**src/rtl/pool_stream.sv**
```systemverilog
// pool_stream: streaming 2x2 stride-2 max-pool over all channels in parallel.
//
// Input pixels arrive one per beat in raster order, with every channel packed
// into a single beat. A horizontal pair is reduced in h_q. On even rows the pair
// maximum is parked in a half-row line buffer. On odd rows it is combined with
// the parked value to form one pooled pixel.
//
// Optional build macro: POOL_SIGNED_EN
//   defined   -> channel values are two's-complement and the max is signed
//   undefined -> unsigned max (for DATA_W=1 this is a plain OR)
//
// Handshake (both ports use strict valid/ready):
//   A beat moves on a port only in a cycle where valid && ready is high at the
//   rising clock edge. A producer holds valid, and the payload that goes with
//   it, stable until that edge. in_ready = !out_valid || out_ready. It depends
//   only on the output stage, never on in_valid. Every beat is gated the same
//   way, so an output stage that is stalled also stalls the input.

module pool_stream #(
    parameter int CHANNELS = 20,
    parameter int DATA_W   = 1,
    parameter int IMG_W    = 24,
    parameter int IMG_H    = 24
) (
    input  logic                         clk,
    input  logic                         rst,
    input  logic                         in_valid,
    output logic                         in_ready,
    input  logic                         in_sof,
    input  logic [CHANNELS*DATA_W-1:0]   in_data,
    output logic                         out_valid,
    input  logic                         out_ready,
    output logic [CHANNELS*DATA_W-1:0]   out_data,
    output logic                         out_eof
);

    localparam int PIX_W = CHANNELS * DATA_W;
    localparam int COL_W = (IMG_W > 1) ? $clog2(IMG_W) : 1;
    localparam int ROW_W = (IMG_H > 1) ? $clog2(IMG_H) : 1;
    localparam int LB_N  = IMG_W / 2;
    localparam int LB_AW = (LB_N > 1) ? $clog2(LB_N) : 1;

    // Channel-wise maximum of two packed pixels.
    function automatic logic [PIX_W-1:0] pix_max(input logic [PIX_W-1:0] a,
                                                 input logic [PIX_W-1:0] b);
        logic [PIX_W-1:0]  res;
        logic [DATA_W-1:0] av;
        logic [DATA_W-1:0] bv;
        res = '0;
        for (int c = 0; c < CHANNELS; c++) begin
            av = a[c*DATA_W +: DATA_W];
            bv = b[c*DATA_W +: DATA_W];
`ifdef POOL_SIGNED_EN
            res[c*DATA_W +: DATA_W] = ($signed(av) > $signed(bv)) ? av : bv;
`else
            res[c*DATA_W +: DATA_W] = (av > bv) ? av : bv;
`endif
        end
        return res;
    endfunction

    // Position counters and the horizontal partial maximum.
    logic [COL_W-1:0] col_q, col_d;
    logic [ROW_W-1:0] row_q, row_d;
    logic [PIX_W-1:0] h_q, h_d;

    // Registered output stage.
    logic             out_valid_q, out_valid_d;
    logic [PIX_W-1:0] out_data_q, out_data_d;
    logic             out_eof_q, out_eof_d;

    // Half-row line buffer. Within a frame every entry is written on an even
    // row before it is read on the following odd row, so it needs no reset.
    logic [PIX_W-1:0] lbuf_q [LB_N];
    logic             lb_we;
    logic [LB_AW-1:0] lb_idx;
    logic [PIX_W-1:0] lb_wdata;

    // Datapath helpers.
    logic             accept;
    logic [COL_W-1:0] col_eff;
    logic [ROW_W-1:0] row_eff;
    logic             col_last;
    logic             row_last;
    logic [PIX_W-1:0] hmax;
    logic [PIX_W-1:0] vmax;

    assign in_ready  = !out_valid_q || out_ready;
    assign out_valid = out_valid_q;
    assign out_data  = out_data_q;
    assign out_eof   = out_eof_q;

    // Next-state logic: counters, horizontal/vertical reduction and output stage.
    always_comb begin
        col_d       = col_q;
        row_d       = row_q;
        h_d         = h_q;
        out_valid_d = out_valid_q && !out_ready;
        out_data_d  = out_data_q;
        out_eof_d   = out_eof_q;
        lb_we       = 1'b0;

        accept   = in_valid && in_ready;

        // A start-of-frame beat forces position (0,0). Any partial window of
        // the previous frame is abandoned. Its even-row entries are later
        // overwritten before they are read, and h_q is overwritten on every
        // even column.
        col_eff  = in_sof ? '0 : col_q;
        row_eff  = in_sof ? '0 : row_q;
        col_last = (col_eff == COL_W'(IMG_W - 1));
        row_last = (row_eff == ROW_W'(IMG_H - 1));

        lb_idx   = LB_AW'(col_eff >> 1);
        hmax     = pix_max(h_q, in_data);
        vmax     = pix_max(lbuf_q[lb_idx], hmax);
        lb_wdata = hmax;

        if (accept) begin
            if (col_last) begin
                col_d = '0;
                row_d = row_last ? '0 : row_eff + ROW_W'(1);
            end else begin
                col_d = col_eff + COL_W'(1);
                row_d = row_eff;
            end

            if (!col_eff[0]) begin
                h_d = in_data;
            end else if (!row_eff[0]) begin
                lb_we = 1'b1;
            end else begin
                // The bottom-right pixel of a window completes it. A new
                // result overrides a transfer in the same cycle, so out_valid
                // stays high.
                out_valid_d = 1'b1;
                out_data_d  = vmax;
                out_eof_d   = row_last && col_last;
            end
        end
    end

    // State registers with asynchronous reset. Reset drops any pending output.
    always_ff @(posedge clk or posedge rst) begin
        if (rst) begin
            col_q       <= '0;
            row_q       <= '0;
            h_q         <= '0;
            out_valid_q <= 1'b0;
            out_data_q  <= '0;
            out_eof_q   <= 1'b0;
        end else begin
            col_q       <= col_d;
            row_q       <= row_d;
            h_q         <= h_d;
            out_valid_q <= out_valid_d;
            out_data_q  <= out_data_d;
            out_eof_q   <= out_eof_d;
        end
    end

    // Line buffer write port. This storage has no reset.
    always_ff @(posedge clk) begin
        if (lb_we) begin
            lbuf_q[lb_idx] <= lb_wdata;
        end
    end

endmodule

```
**config.mk**
```make
export PLATFORM = sky130hd
export DESIGN_NAME = pool_stream
export DESIGN_NICKNAME = d
export VERILOG_FILES = /design/src/rtl/pool_stream.sv
export SDC_FILE = /design/constraint.sdc
export NUM_CORES = 1
export LEC_CHECK = 0
export ABC_AREA = 1
export CAP_MARGIN = 0
export CORE_MARGIN = 2
export CORE_UTILIZATION = 55
export DETAILED_ROUTE_END_ITERATION = 8
export GPL_TIMING_DRIVEN = 1
export PLACE_DENSITY = 0.87
export SLEW_MARGIN = 20
export SYNTH_ARGS = -nofsm -noshare
export SYNTH_HDL_FRONTEND = slang
export SYNTH_SLANG_ARGS = --single-unit
export TNS_END_PERCENT = 10
```
**constraint.sdc**
```tcl
create_clock -name clk -period 2.3 [get_ports clk]
set_clock_uncertainty 0.05 [all_clocks]
set_input_delay 0.345 -clock clk [delete_from_list [all_inputs] [get_ports clk]]
set_output_delay 0.345 -clock clk [all_outputs]
set_load 0.1 [all_outputs]
```
# == Word level (Yosys, flattened, before mapping) ==
# Memories as Yosys holds them, arrays and structs flattened.
# Index checks and enable logic that the tools add are counted.
# word_totals
output_inout_bits,23
regBits,52
word_cells,113
in_bits,25
ram_bits,240
memories,1
# mem_list
name,depth,width,read_ports,rd_ports_with_merged_regs,write_ports,line_no,text
lbuf_q,12,20,1,0,1,74,logic [PIX_W-1:0] lbuf_q [LB_N];
# op_classes
order_cmp,40
bitwise,1
n_mux,53
n_eq_ne,2
n_reduce_logical,8
add_sub_neg,2
# ops
op,n
1-bit two-way mux,48
1-bit greater-than comparator,40
5-bit two-way mux,5
5-bit by 1-bit adder with 5-bit output (second input constant),2
5-bit equality test (second input constant),2
1-bit logical AND,3
3-bit AND reduction,1
1-bit logical NOT,2
2-bit AND reduction,1
1-bit logical OR,1
1-bit NOT,1

# == Depth between registers and ports, before layout ==
# logic_depth
depth_word,6
depth_mapped,13

# == Worst setup path after synthesis ==
# OpenSTA, ideal clock, no wires.
# synth_path
path_kind,register to register
startpoint,"reg out_valid_q, in the netlist out_valid"
endpoint,mem lbuf_q[0][0] (netlist name) (enable)
arrival_ns,3.311
stages_incl_launch_ff,8
setup_slack_ns,-1.458
period_less_slack_ns,3.758
setup_ns,0.397
path_cell_list,dfrtp_1 nand2_1 nand2_1 nor2_2 inv_1 nor2_1 nand3_1 nor2_1
# synth_via
elab_chain_len,6
# synth_lines
element,line_no,text
"start, declared",68,"logic out_valid_q, out_valid_d;"
"start signal, assigned",156,out_valid_q <= out_valid_d;
1-bit logical NOT,88,assign in_ready = !out_valid_q || out_ready;
1-bit logical OR,88,
net in_ready,28,"output logic in_ready,"
1-bit logical AND,103,accept = in_valid && in_ready;
1-bit two-way mux,119,if (accept) begin
1-bit two-way mux,164,if (lb_we) begin
1-bit two-way mux (not written as such),165,lbuf_q[lb_idx] <= lb_wdata;
"end, declared",74,
# The timed path passes the listed nets, and every way through them passes these cells.

# == Final worst setup path ==
# layout_path
startpoint,reg col_q[1]
endpoint,"reg out_data_q[14], in the netlist out_data[14]"
# layout_via
elab_chain_len,4
# layout_lines
element,line_no,text
"start, declared",63,"logic [COL_W-1:0] col_q, col_d;"
"start signal, assigned",153,col_q <= col_d;
5-bit two-way mux *,109,col_eff = in_sof ? '0 : col_q;
memory read 12 x 20 bit *,n/a,
1-bit greater-than comparator,56,res[c*DATA_W +: DATA_W] = (av > bv) ? av : bv;
1-bit two-way mux *,56,
"end signal, assigned",157,out_data_q <= out_data_d;
"end, declared",69,"logic [PIX_W-1:0] out_data_q, out_data_d;"
# Every way passes the cells marked *; elsewhere a longest branch is shown, timed or not.
# A chain may end at the register's enable or synchronous reset.

==> impl_summary.txt <==
----------------------------------------------------
[Outcome]
  Outcome ... finished, final reports clean

[Timing]
  Final TNS setup ... 0 ns
  Unrepaired setup endpoints after global routing ... false
  Post-route worst hold slack ... 0.109 ns
  Tcrit/Tclk final ... 84.1%
  Worst-margin pin slew ... 0.477 ns
  Highest clock rate ... 517 MHz
  Final number of max-transition violations ... 0
  Final Hold Vio Count ... 0
  Period minus WS final ... 1.93 ns
  Relative slew slack ... 68.1%
  Final number of setup-violating endpoints ... 0

[Synth]
  Synth Area per Inst ... 10.3 µm²
  Count of warnings emitted by yosys ... 0
  Mux share of post-synthesis cell area ... 1.83%
  Total standard cell area after synthesis ... 12300 µm²
  Xor-xnor portion of the synthesized cell area ... 0.142%
  Syn Inst Count ... 1199
  Distinct cell type count of the synthesized netlist ... 28
  Post-synthesis adder-cell area fraction ... 0.102%
  Fraction of the mapped netlist area in compound gates ... 1.02%
  Synthesized-area fraction occupied by and/or/nand/nor cells ... 25.0%
  Combinational family with the most area after synthesis ... simple AND/OR/NAND/NOR gates
  Share of the yosys chip area belonging to registers ... 69.0%
  Total of flip-flops plus latches after synthesis ... 292
  Synthesized Nets ... 1225

[CTS]
  Number of sinks on the clock net ... 292
  TritonCTS buffer count ... 28
  Worst skew pair latency ... 0.55 ns
  Clock buffer depth ... 3
  TritonCTS clock tree ... done
  CTS hold repair buffers ... 0
  Post-CTS Setup Repair Bufs ... 0
  Cts repair resizes ... 0
  Post-CTS clock slew at the launch and capture registers of the worst setup and hold paths ... 0.06 ns
  Root Buffer Master ... clkbuf_16
  H-tree depth ... 1

[Finish]
  Filler cell count in the final layout ... 1467
  Ratio of cells with drive above 1 in the final layout ... 15.4%
  Most common cell after layout, fill and taps aside ... nand2_1
  Area growth from synthesis to final layout ... 20.1%
  Commonest non-fill, non-tap cells in the layout ... nand2_1 (624), edfxtp_1 (240), nor2_1 (80)
  Antenna diode count ... 0
  Fin util ... 67.6%
  Post-layout net count ... 1313

[Worst setup path]
  Data arrival time at the worst-slack endpoint ... 2.36 ns
  Endpoint required time on the critical path ... 2.73 ns
  Slowest CP cell ... dfrtp_1
  Endpoint type of the worst setup path ... register
  Worst R2R Start ... col_q[1]$_DFFE_PP0P_
  CP max FO ... 28
  Number of cells traversed by the worst register-to-register path ... 12
  Cell occurring most often along the worst timing path ... nand2_1
  Startpoint type of the worst setup path ... register
  Worst path cell trace ... inv_2 -> nor2_4 -> buf_12 -> buf_12 -> nand2_1 -> nand2_1 -> nand2_1 -> nand2_1 -> nand2_1 -> nand2_1 -> nor2_1 -> nor2_1
  Flop2flop setup slack ... 0.37 ns
  Worst reg2reg endpoint ... out_data[14]$_DFFE_PP0P_
  Delay contributed by the slowest stage of the critical path ... 0.50 ns
  Critical path start-end classification ... register to register

[Placement]
  Gpl congestion ... 0.908
  Post-detailed-placement half-perimeter wirelength ... 18100 µm
  I/O Buffers ... 47

[GRT]
  Grt total ovfl ... 0
  Largest net degree at the start of global routing ... 53
  Global-route total usage across every layer ... 25.0%
  Global-route wire length before repair ... 46300 µm
  Number of global-route vias before repair ... 8995
  Antenna violations before repair ... 0

[Drt]
  Detail-routed via count per cell ... 5.57
  Vias post-DR ... 8844
  Detailed-router iteration count before antenna repair ... 7
  Final routed wirelength across all metal layers ... 29600 µm
  Average wire per standard cell ... 18.6 µm
  Number of design rule violations left after detail routing ... 0
  Number of DRC violations after detailed-routing iteration 0 ... 965
  Antenna violation net count after detailed routing ... 0

[Power and ir drop]
  VDD IR-drop max ... 0.000773 V
  Total power of the final layout ... 12.9 mW
  Power density over the cells ... 874 nW/µm²
  Leakage power total ... 6.16 nW

[Floorplanning]
  Overall die area ... 23600 µm²
  Floorplan core area ... 21900 µm²
  Boundary Pins ... 48
  Overall die width ... 154 µm
  Starting utilization of the core area ... 56.3%
  Vert. Die Dim ... 154 µm
  Row cnt ... 54

[Worst hold path]
  Min-Delay Path Class ... primary input to async pin

[Run]
  Max cap viols ... 0

----------------------------------------------------
## layer usage
metal / track usage (%) / up-vias / routed length, µm
met5: 0 / - / 0
met1: 32.0 / 4180 / 11000
li1: - / 4075 / -
met4: 10.6 / 0 / 981
met3: 3.78 / 85 / 2770
met2: 42.9 / 504 / 14900
## cell usage after synthesis
cell type / n / area (µm²)
a21oi_1: 8 / 40.0
a22oi_1: 1 / 7.51
buf_1: 5 / 18.8
buf_2: 19 / 95.1
buf_4: 5 / 37.5
buf_6: 3 / 33.8
clkbuf_1: 20 / 75.1
dfrtp_1: 52 / 1300
edfxtp_1: 240 / 7210
ha_1: 1 / 12.5
inv_1: 22 / 82.6
inv_2: 4 / 15.0
mux2_2: 20 / 225
nand2_1: 627 / 2350
nand2_2: 2 / 12.5
nand3_1: 35 / 175
nor2_1: 93 / 349
nor2_2: 3 / 18.8
nor2_4: 4 / 45.0
nor3_1: 1 / 5.00
nor3_2: 1 / 10.0
o211ai_1: 1 / 7.51
o21ai_0: 8 / 40.0
o21ai_1: 2 / 10.0
o22ai_1: 2 / 12.5
o31ai_1: 1 / 7.51
or2_2: 17 / 106
xor2_1: 2 / 17.5
## metrics by stage
| stage | worst slack (ns) | area (µm²) | cells |
|---|---|---|---|
| finish | 0.367 | 14800 | 1589 |
| global route | 0.284 | 14800 | 1589 |
| CTS | 0.379 | 14800 | 1589 |
| detailed placement | -0.0928 | 13900 | 1537 |
| global placement | -0.0748 | 13900 | 1537 |
| floorplan | -0.0636 | 12500 | 1199 |
## area by class of cell
cell class | count | area (µm²) | share of cell area (%)
clock inverter | 16 | 170 | 1.15
timing repair buffer | 110 | 1290 | 8.69
multi-input combinational | 829 | 3630 | 24.5
sequential | 292 | 8510 | 57.5
tap | 280 | 350 | 2.37
clock buffer | 36 | 751 | 5.07
inverter | 26 | 97.6 | 0.660
## state kept, by name (all words and copies together), names as in the netlist
signal	cells
col_q	5
h_q	20
lbuf_q	240
out_data	20
out_eof	1
out_valid	1
row_q	5
## critical path: cells and delay by family, from the launching register on
kind	cells	cell delay [ns]
simple gates	9	0.78
buf+inv	3	0.52
flops	1	0.50
## power breakdown
group	internal (mW)	switching [mW]	total [mW]
registers	5.93	0.0632	6.00
clock network	2.65	1.93	4.58
logic	0.779	1.58	2.36
total	9.36	3.57	12.9
## how the worst max path moves through the flow
stage,start,endpoint,slack [ns],cells past startpoint
6_report,col_q[1]$_DFFE_PP0P_,out_data[14]$_DFFE_PP0P_,0.37,12
2_1_floorplan,out_valid$_DFF_PP0_,lbuf_q[0][0]$_DFFE_PP_,-0.06,7
3_5_place_dp,out_ready,lbuf_q[10][14]$_DFFE_PP_,-0.09,10
5_1_grt,col_q[1]$_DFFE_PP0P_,out_data[14]$_DFFE_PP0P_,0.28,12
3_3_place_gp,in_sof,lbuf_q[10][14]$_DFFE_PP_,-0.07,9
4_1_cts,out_valid$_DFF_PP0_,lbuf_q[10][0]$_DFFE_PP_,0.38,8
## kinds of logic after synthesis
logic type | count (synthesis)
AO/OA/AOI/OAI | 23
buffers and inverters | 78
adder cells (fa/ha/maj) | 1
flip-flops | 292
XOR/XNOR | 2
multiplexers | 20
AND/OR/NAND/NOR | 783
(Power assumes the default switching activity.)
